<file path="config.mk">
export PLATFORM = sky130hd
export DESIGN_NAME = fp_unit_arbiter
export DESIGN_NICKNAME = d
export VERILOG_FILES = /design/src/rtl/fp_unit_arbiter.sv
export SDC_FILE = /design/constraint.sdc
export NUM_CORES = 1
export LEC_CHECK = 0
export BUFFER_PORTS_ARGS = -buffer_cell sky130_fd_sc_hd__buf_4
export CORE_AREA = 2 2 157 159
export DETAILED_ROUTE_END_ITERATION = 10
export DIE_AREA = 0 0 159 161
export PLACE_DENSITY = 0.45
export SYNTH_ARGS = -nofsm -noshare
export SYNTH_HDL_FRONTEND = slang
export SYNTH_SLANG_ARGS = --single-unit
export TNS_END_PERCENT = 30
</file>
<file path="constraint.sdc">
create_clock -name clock -period 4.6 [get_ports clock]
set_clock_uncertainty 0.15 [all_clocks]
set_input_delay 0.92 -clock clock [delete_from_list [all_inputs] [get_ports clock]]
set_output_delay 0.92 -clock clock [all_outputs]
set_load 0.02 [all_outputs]
</file>
<file path="src/rtl/fp_unit_arbiter.sv">
// Round-robin share of one valid/ready FP unit among NUM_REQ requesters; results routed back by an in-order tag FIFO.
// Latency: zero-cycle combinational issue and response paths; tag FIFO, rr_ptr, outstanding and proto_err update on the clock edge.
// Backpressure: issue stalls on unit_in_ready or when MAX_OUT tags are in flight; unit_out_ready follows the head requester's rsp_ready.
// Build option: define FP_ARB_FIXED_PRIO_EN for fixed lowest-index priority instead of round-robin.
module fp_unit_arbiter #(
    parameter int NUM_REQ = 4,
    parameter int REQ_W   = 64,
    parameter int RSP_W   = 32,
    parameter int MAX_OUT = 4
) (
    input  logic                       clock,
    input  logic                       reset,
    input  logic [NUM_REQ-1:0]         req_valid,
    output logic [NUM_REQ-1:0]         req_ready,
    input  logic [NUM_REQ*REQ_W-1:0]   req_data,
    output logic [NUM_REQ-1:0]         rsp_valid,
    input  logic [NUM_REQ-1:0]         rsp_ready,
    output logic [RSP_W-1:0]           rsp_data,
    output logic                       unit_in_valid,
    input  logic                       unit_in_ready,
    output logic [REQ_W-1:0]           unit_in_data,
    input  logic                       unit_out_valid,
    output logic                       unit_out_ready,
    input  logic [RSP_W-1:0]           unit_out_data,
    output logic [$clog2(MAX_OUT):0]   outstanding,
    output logic                       proto_err
);

    localparam int TAG_W = (NUM_REQ > 1) ? $clog2(NUM_REQ) : 1;
    localparam int PTR_W = $clog2(MAX_OUT);
    localparam int CNT_W = PTR_W + 1;

    logic [TAG_W-1:0]   rr_ptr;
    logic [TAG_W-1:0]   grant_idx;
    logic               grant_any;
    logic [NUM_REQ-1:0] grant;

    logic [TAG_W-1:0]   tag_mem [MAX_OUT];
    logic [PTR_W-1:0]   wr_ptr;
    logic [PTR_W-1:0]   rd_ptr;
    logic [TAG_W-1:0]   head;
    logic               full;
    logic               empty;
    logic               issue_fire;
    logic               rsp_fire;

    // Pick the first valid requester at or after rr_ptr, wrapping; independent of any ready.
    always_comb begin : grant_sel
        logic [TAG_W:0] cand;
        grant_idx = '0;
        grant_any = 1'b0;
        cand      = '0;
        for (int k = 0; k < NUM_REQ; k++) begin
            cand = {1'b0, rr_ptr} + (TAG_W+1)'(k);
            if (cand >= (TAG_W+1)'(NUM_REQ)) begin
                cand = cand - (TAG_W+1)'(NUM_REQ);
            end
            if (!grant_any && req_valid[cand[TAG_W-1:0]]) begin
                grant_any = 1'b1;
                grant_idx = cand[TAG_W-1:0];
            end
        end
        grant = '0;
        if (grant_any) begin
            grant[grant_idx] = 1'b1;
        end
    end

    assign full       = (outstanding == CNT_W'(MAX_OUT));
    assign empty      = (outstanding == '0);
    assign head       = tag_mem[rd_ptr];
    assign issue_fire = unit_in_valid && unit_in_ready;
    assign rsp_fire   = unit_out_valid && unit_out_ready;

    // Issue side: full is registered state only, so a same-cycle pop never frees a slot.
    always_comb begin
        unit_in_valid = grant_any && !full;
        unit_in_data  = req_data[grant_idx*REQ_W +: REQ_W];
        req_ready     = (unit_in_ready && !full) ? grant : '0;
    end

    // Response side: steer the result to the requester whose tag sits at the FIFO head.
    always_comb begin
        rsp_valid = '0;
        if (unit_out_valid && !empty) begin
            rsp_valid[head] = 1'b1;
        end
        rsp_data       = unit_out_data;
        unit_out_ready = !empty && rsp_ready[head];
    end

`ifdef FP_ARB_FIXED_PRIO_EN
    // Fixed priority: scan always starts at requester 0.
    assign rr_ptr = '0;
`else
    // Advance the round-robin pointer past the requester that was just issued.
    always_ff @(posedge clock) begin
        if (reset) begin
            rr_ptr <= '0;
        end else if (issue_fire) begin
            rr_ptr <= (grant_idx == TAG_W'(NUM_REQ-1)) ? '0 : grant_idx + TAG_W'(1);
        end
    end
`endif

    // Tag FIFO storage: write the granted index on every issue.
    always_ff @(posedge clock) begin
        if (issue_fire) begin
            tag_mem[wr_ptr] <= grant_idx;
        end
    end

    // FIFO pointers and in-flight count; reset discards all pending tags.
    always_ff @(posedge clock) begin
        if (reset) begin
            wr_ptr      <= '0;
            rd_ptr      <= '0;
            outstanding <= '0;
        end else begin
            if (issue_fire) begin
                wr_ptr <= wr_ptr + PTR_W'(1);
            end
            if (rsp_fire) begin
                rd_ptr <= rd_ptr + PTR_W'(1);
            end
            if (issue_fire && !rsp_fire) begin
                outstanding <= outstanding + CNT_W'(1);
            end else if (!issue_fire && rsp_fire) begin
                outstanding <= outstanding - CNT_W'(1);
            end
        end
    end

    // Sticky flag for a result arriving with no tag pending.
    always_ff @(posedge clock) begin
        if (reset) begin
            proto_err <= 1'b0;
        end else if (unit_out_valid && empty) begin
            proto_err <= 1'b1;
        end
    end

endmodule

</file>
==> results.toml, run 1 <==
[synth]
yosysUniqueCellTypes = 35
post-synth-top-count-cell = "mux2i_1"
ys_async_sr_fraction = 0
netlist_top_cells_area = "mux2i_1 58%, buf_4 9.5%, dfxtp_1 7.1%"
syn_inst = 346
ys.flop_type = "dfxtp_1"
yosysTopAreaCellShare = 0.579
yosys-top-cells-count = "197 x mux2i_1, 43 x buf_4, 15 x nor2_1"
seq_area_frac_synth = 0.141
yosysWarnings = 0
syn_area_mm2 = 0.00340
avgSynthCellArea_um2 = 9.84
yosysTopAreaCell = "mux2i_1"
synth_edf_count = 8
synth.net_count = 656
synth_seq_cells = 20

[final_layout]
fill_cells = 2616
fin_util = 0.259
drive_gt1_frac = 0.564
syn2layout_area_growth_pct = 82.2
fin_nets = 955
diodes = 0

[cts]
cts_resized = 0
cts.sinks = 20
worstSkewPairLatency_ps = 250
cts_tree = "built"
cts.clk_slew.worst_paths_ps = 60
cts-buffers-inserted = 3
cts-root-buf = "clkbuf_16"
holdBufCountCts = 0
clockBufferDepth = 2
htreeDepth = 1
post_cts_buffers = 0

[timing]
min_period_ps = 3820
finalCritPeriodShare = 0.830
setup_violations = 0
fmax_ghz = 0.262
tightest_slew_ps = 523
hold_viol = 0
setup_tns_ps = 0
grt_setup_unrepaired = "false"
slew_violations = 0
maxSlewHeadroom = 0.652

[routing]
drc_errors = 0
drtIter0Drc = 91
wirelength_mm = 14.4
first_pass_iters = 4
postRouteAntennaNets = 0
dr_total_vias = 3671
routed_via_density = 3.79
post_drt_wl_per_cell_um = 14.8

[placement]
hpwl_mm = 12.3
place.gp.congestion = 0.758
portBuffers = 345

[pwr]
power_mw = 2.04
leakage_nw = 3.51
power_density_mw_per_mm2 = 329
max-vdd-ir-drop_mv = 0.155

[setup_path]
start_kind = "input port"
arrival_ps = 2750
critPathKind = "input port to output pin"
endpoint_kind = "output pin"
cp.required_ps = 3530
critPathMaxFanout = 65

[global_routing]
grt_first_pass_wirelength_mm = 21.2
grt_use_met3 = 0.0288
busiest_layer = "met2"
grt_antenna_before_repair = 1
track_usage = 0.102
grt_max_degree = 67
grtUsageMet1 = 0.115
overflow = 0
grt_pass1_vias = 3835
use_met2 = 0.195

[die]
die_y_um = 161
die_area_mm2 = 0.0256
start_util = 0.142
die_x_um = 159
num_io_pins = 410
coreArea_mm2 = 0.0240
rows = 57

[worst_hold_path]
min_path_type = "register to register"

[run]
drv_cap = 0

[run_status]
status = "finished, final reports clean"
[routing by layer]
| layer | up-vias | part of all wire |
|---|---|---|
| li1 | 1842 | - |
| met1 | 1648 | 0.38 |
| met2 | 168 | 0.54 |
| met3 | 11 | 0.075 |
| met4 | 2 | 0.0061 |
| met5 | - | 0.00049 |
[where the power goes]
| group | switching, mW | internal (mW) |
|---|---|---|
| Sequential | 0.0462 | 0.230 |
| Combinational | 0.774 | 0.750 |
| Clock | 0.0677 | 0.173 |
| Total | 0.888 | 1.15 |
[worst max-delay path, stage by stage]
cell     delay (ps)
buf_4            90
nor2b_1         160
nor2_1           90
o22ai_4         220
buf_12          380
mux2i_1         450
mux2i_1         160
buf_4           190
[flip-flops by register name, indices dropped and copies added (netlist names), named ones only]
name	count
outstanding	3
proto_err	1
rd_ptr	2
rr_ptr	2
tag_mem	8
wr_ptr	2
[layout by cell type, fill, tap and decap left out, types with 2 or more instances in the layout]
cell type  count
a211oi_1       2
nor2_1        15
xor2_1         2
inv_2          2
nor2b_1        2
ha_1           9
inv_1          7
edfxtp_1       8
and3_1         8
buf_12         4
xnor2_1        2
clkbuf_16      3
a21oi_1        4
mux4_2         2
mux2i_1      197
buf_4        345
dfxtp_1       12
[final timing paths]
path / from / endpoint / slack, ps / cells after the start
worst max register to register: outstanding[0] / outstanding[2] / 1720 / 9
worst min register to register: proto_err / proto_err / 330 / 2
worst min-delay path: proto_err / proto_err / 330 / 2
worst max-delay path: req_valid[0] / unit_in_data[56] / 780 / 8
[layout make-up]
type | count | area [µm²] | share of cell area
clock buffers | 3 | 75.1 | 0.0121
clock inverters | 1 | 30.0 | 0.00484
inverters | 9 | 33.8 | 0.00545
multi-input cells | 262 | 2510 | 0.404
flip-flops and latches | 20 | 480 | 0.0775
well taps | 324 | 405 | 0.0654
repair buffers | 349 | 2670 | 0.431
[cells by family (layout without fill, tap and decap cells)]
family | after synthesis | count (layout) | share of synthesized area
buffers and inverters | 64 | 362 | 0.128
AOI/OAI and AO/OA | 16 | 16 | 0.0379
xor gates and xnor gates | 4 | 4 | 0.0103
DFF | 20 | 20 | 0.141
muxes | 199 | 199 | 0.593
adders and majority gates | 10 | 10 | 0.0390
and+or+nand+nor | 33 | 33 | 0.0515
[metrics by stage]
stage                     worst slack (ps)  std cells  hold WS [ps]  instance area [µm²]
after global routing                   610        968           407                 6200
after detailed placement               726        964           313                 6100
after floorplan                       1170        346           354                 3400
after CTS                              715        968           328                 6200
final                                  781        968           326                 6200
after global placement                 758        964           309                 6100
No activity file was read; power rests on OpenSTA's default activity.
==> run 2, diff against run 1 <==
- CORE_AREA: 2 2 157 159 -> 2 2 159 161
- DIE_AREA: 0 0 159 161 -> 0 0 161 163
- clock period: 4.6 -> 3.6 ns (I/O delays scaled with it)
==> results.toml, run 2 (synthesis results as in run 1) <==
[cts]
worstSkewPairLatency_ps = 250
cts-root-buf = "clkbuf_16"
cts-buffers-inserted = 3
cts_tree = "built"
cts.sinks = 20
clockBufferDepth = 2
htreeDepth = 1
post_cts_buffers = 0
cts_resized = 0
cts.clk_slew.worst_paths_ps = 60
holdBufCountCts = 0

[die]
coreArea_mm2 = 0.0247
die_area_mm2 = 0.0262
num_io_pins = 410
start_util = 0.138
die_y_um = 163
die_x_um = 161
rows = 58

[routing]
routed_via_density = 3.77
wirelength_mm = 13.9
post_drt_wl_per_cell_um = 14.1
drc_errors = 0
drtIter0Drc = 72
dr_total_vias = 3705
first_pass_iters = 4
postRouteAntennaNets = 0

[timing]
setup_violations = 0
setup_tns_ps = 0
finalCritPeriodShare = 0.896
setup_slack_ps = 373
slew_violations = 0
grt_setup_unrepaired = "false"
fmax_ghz = 0.310
min_period_ps = 3230
hold_viol = 0
tightest_slew_ps = 306
maxSlewHeadroom = 0.796

[run_status]
status = "finished, final reports clean"

[global_routing]
grt_pass1_vias = 3895
grt_max_degree = 41
overflow = 0
grt_first_pass_wirelength_mm = 20.6
grt_use_met3 = 0.0234
track_usage = 0.0974
busiest_layer = "met2"
grt_antenna_before_repair = 0
grtUsageMet1 = 0.114
use_met2 = 0.182

[placement]
place.gp.congestion = 0.749
hpwl_mm = 12.1
portBuffers = 345
post-place-ws_ps = 368

[setup_path]
arrival_ps = 2360
endpoint_kind = "output pin"
cp.required_ps = 2730
critPathMaxFanout = 34
start_kind = "input port"
critPathKind = "input port to output pin"

[final_layout]
reg.largest.list = "tag_mem (8), outstanding (3)"
largest_reg_flops = 8
fin_nets = 963
drive_gt1_frac = 0.569
syn2layout_area_growth_pct = 85.0
layout_common_cells = "351 x buf_4, 197 x mux2i_1, 15 x nor2_1"
mostFrequentLayoutCell = "buf_4"
regMostFlops = "tag_mem"
diodes = 0

[pwr]
clockPowerShare = 0.114
p_seq_frac = 0.133
power_mw = 2.62
max-vdd-ir-drop_mv = 0.190
p_sw_mw = 1.12
switching_share = 0.426
p_int_mw = 1.50
power_density_mw_per_mm2 = 416
pwr-share-comb = 0.752
leakage_nw = 3.55

[worst_hold_path]
min_path_type = "register to register"

[run]
drv_cap = 0
## run 2: per-stage QoR
step           hold slack [ps]  cell area, µm²   util  cells
4_1_cts                    355            6290  0.255    982
2_1_floorplan              354            3400      -    346
5_1_grt                    376            6290  0.255    982
3_5_place_dp               341            6190  0.251    978
6_report                   335            6290  0.255    982
3_3_place_gp               315            6190  0.251    978
## run 2: layout make-up
cell class | count | area (µm²)
repair buffers | 357 | 2760
clock buffers | 3 | 75.1
inverters | 9 | 33.8
fillers | 2720 | 18400
flip-flops and latches | 20 | 480
well taps | 330 | 413
clock inverters | 1 | 30.0
multi-input cells | 262 | 2510
## run 2: routing by layer
layer  wire length [µm]  part of all wire  up-vias
met5                  0                 0        -
met4                180             0.013        0
met3               1050             0.076       14
met2               7390              0.53      178
met1               5230              0.38     1666
li1                   -                 -     1847
## run 2: worst paths after layout
kind,cells after the start,slack (ps),endpoint,from
setup / recovery,9,370,req_ready[0],req_valid[0]
hold / removal,2,340,proto_err,proto_err
setup reg to reg,10,700,outstanding[2],register
hold reg to reg,2,340,proto_err,proto_err
## run 2: power groups by stage
stage	logic (mW)	registers (mW)	clock network [mW]
3_3_place_gp	2.00	0.355	0
3_5_place_dp	2.00	0.355	0
5_1_grt	2.14	0.361	0.316
6_report	1.97	0.350	0.300
4_1_cts	2.00	0.350	0.308
2_1_floorplan	1.23	0.362	0
## run 2: worst max-delay path: stages
cell     delay (ps)
buf_4           120
nor2b_1         130
a211o_1         310
a21oi_4         220
buf_12          260
inv_2            70
ha_1            190
and3_1          160
buf_4           150
==> run 3, diff against run 2 <==
- PLACE_DENSITY: 0.45 -> not set
- REMOVE_ABC_BUFFERS: not set -> 1
- SLEW_MARGIN: not set -> 40
==> results.toml, run 3 (synthesis results as in run 1) <==
[run_status]
status = "finished, final reports clean"

[timing]
min_period_ps = 3290
setup_violations = 0
fmax_ghz = 0.304
hold_viol = 0
setup_tns_ps = 0
maxSlewHeadroom = 0.755
grt_setup_unrepaired = "false"
finalCritPeriodShare = 0.915
slew_violations = 0
tightest_slew_ps = 358

[cts]
cts.clk_slew.worst_paths_ps = 60
post_cts_buffers = 0
cts-buffers-inserted = 3
cts_resized = 0
holdBufCountCts = 0
cts_tree = "built"
htreeDepth = 1
clockBufferDepth = 2
cts-root-buf = "clkbuf_16"
cts.sinks = 20
worstSkewPairLatency_ps = 250

[pwr]
leakage_nw = 3.55
max-vdd-ir-drop_mv = 0.310
power_density_mw_per_mm2 = 409

[setup_path]
ff2ff_setup_slack_ps = 690
start_kind = "input port"
cp.required_ps = 2730
endpoint_kind = "output pin"
critPathMaxFanout = 29
critPathKind = "input port to output pin"
arrival_ps = 2420

[die]
die_area_mm2 = 0.0262
die_y_um = 163
coreArea_mm2 = 0.0247
rows = 58
num_io_pins = 410
die_x_um = 161
start_util = 0.138

[final_layout]
drive_gt1_frac = 0.570
mostFrequentLayoutCell = "buf_4"
regMostFlops = "tag_mem"
diodes = 0
syn2layout_area_growth_pct = 84.3
design_area_mm2 = 0.00627
reg.largest.list = "tag_mem (8), outstanding (3)"
layout_common_cells = "357 x buf_4, 197 x mux2i_1, 15 x nor2_1"
fin_nets = 967
largest_reg_flops = 8

[global_routing]
grt_first_pass_wirelength_mm = 23.1
overflow = 0
grt_max_degree = 41
track_usage = 0.115
grt_antenna_before_repair = 0
grt_pass1_vias = 3866

[routing]
dr_total_vias = 3807
drtIter0Drc = 152
post_drt_wl_per_cell_um = 16.6
postRouteAntennaNets = 0
routed_via_density = 3.86
first_pass_iters = 4
drc_errors = 0
wirelength_mm = 16.3

[placement]
place.gp.congestion = 0.808
placed_area_mm2 = 0.00619
hpwl_mm = 14.4
portBuffers = 345

[run]
drv_cap = 0

[worst_hold_path]
min_path_type = "register to register"
[run 3: cell types whose count changed in the layout (fill, tap and decap cells not counted), sizes merged]
cell / previous run / this run
bufinv: 1 / 0
clkinv: 0 / 1
buf: 357 / 361
[run 3: worst paths after layout]
path	start	end	cells past startpoint
setup reg to reg	register	outstanding[2]	10
hold reg to reg	proto_err	proto_err	2
setup / recovery	req_valid[0]	unit_in_data[30]	8
hold / removal	proto_err	proto_err	2
[run 3: per-layer routing]
layer,vias up,track usage,share of wire
li1,1862,-,-
met1,1711,0.134,0.39
met2,220,0.178,0.45
met3,12,0.0812,0.15
met4,2,0.00528,0.0029
met5,-,0.0341,0.0067
[run 3: critical path, cell delays in order]
cell and delay, ps:
buf_4 120, nor2b_1 130, a211o_1 300, a21oi_4 220, buf_12 230, buf_4 200
mux2i_1 260, buf_4 190
[run 3: stage by stage]
step | total power [mW] | util | setup slack [ps] | hold slack [ps] | cells
finish | 2.56 | 0.254 | 308 | 317 | 986
global route | 2.73 | 0.254 | 140 | 368 | 986
CTS | 2.59 | 0.254 | 256 | 325 | 986
detailed placement | 2.36 | 0.251 | 257 | 310 | 982
global placement | 2.35 | 0.251 | 272 | 300 | 982
floorplan | 1.68 | - | -4190 | 349 | 291
[run 3: final cells by class]
class / instances / area (µm²)
clock inverter: 1 / 3.75
sequential: 20 / 480
multi-input combinational: 262 / 2510
fill: 2718 / 18400
tap: 330 / 413
clock buffer: 3 / 75.1
inverter: 9 / 33.8
timing repair buffer: 361 / 2760
[run 3: where the power goes]
group,switching (mW),internal [mW]
registers,0.0557,0.293
logic,1.00,0.988
clock network,0.0778,0.148
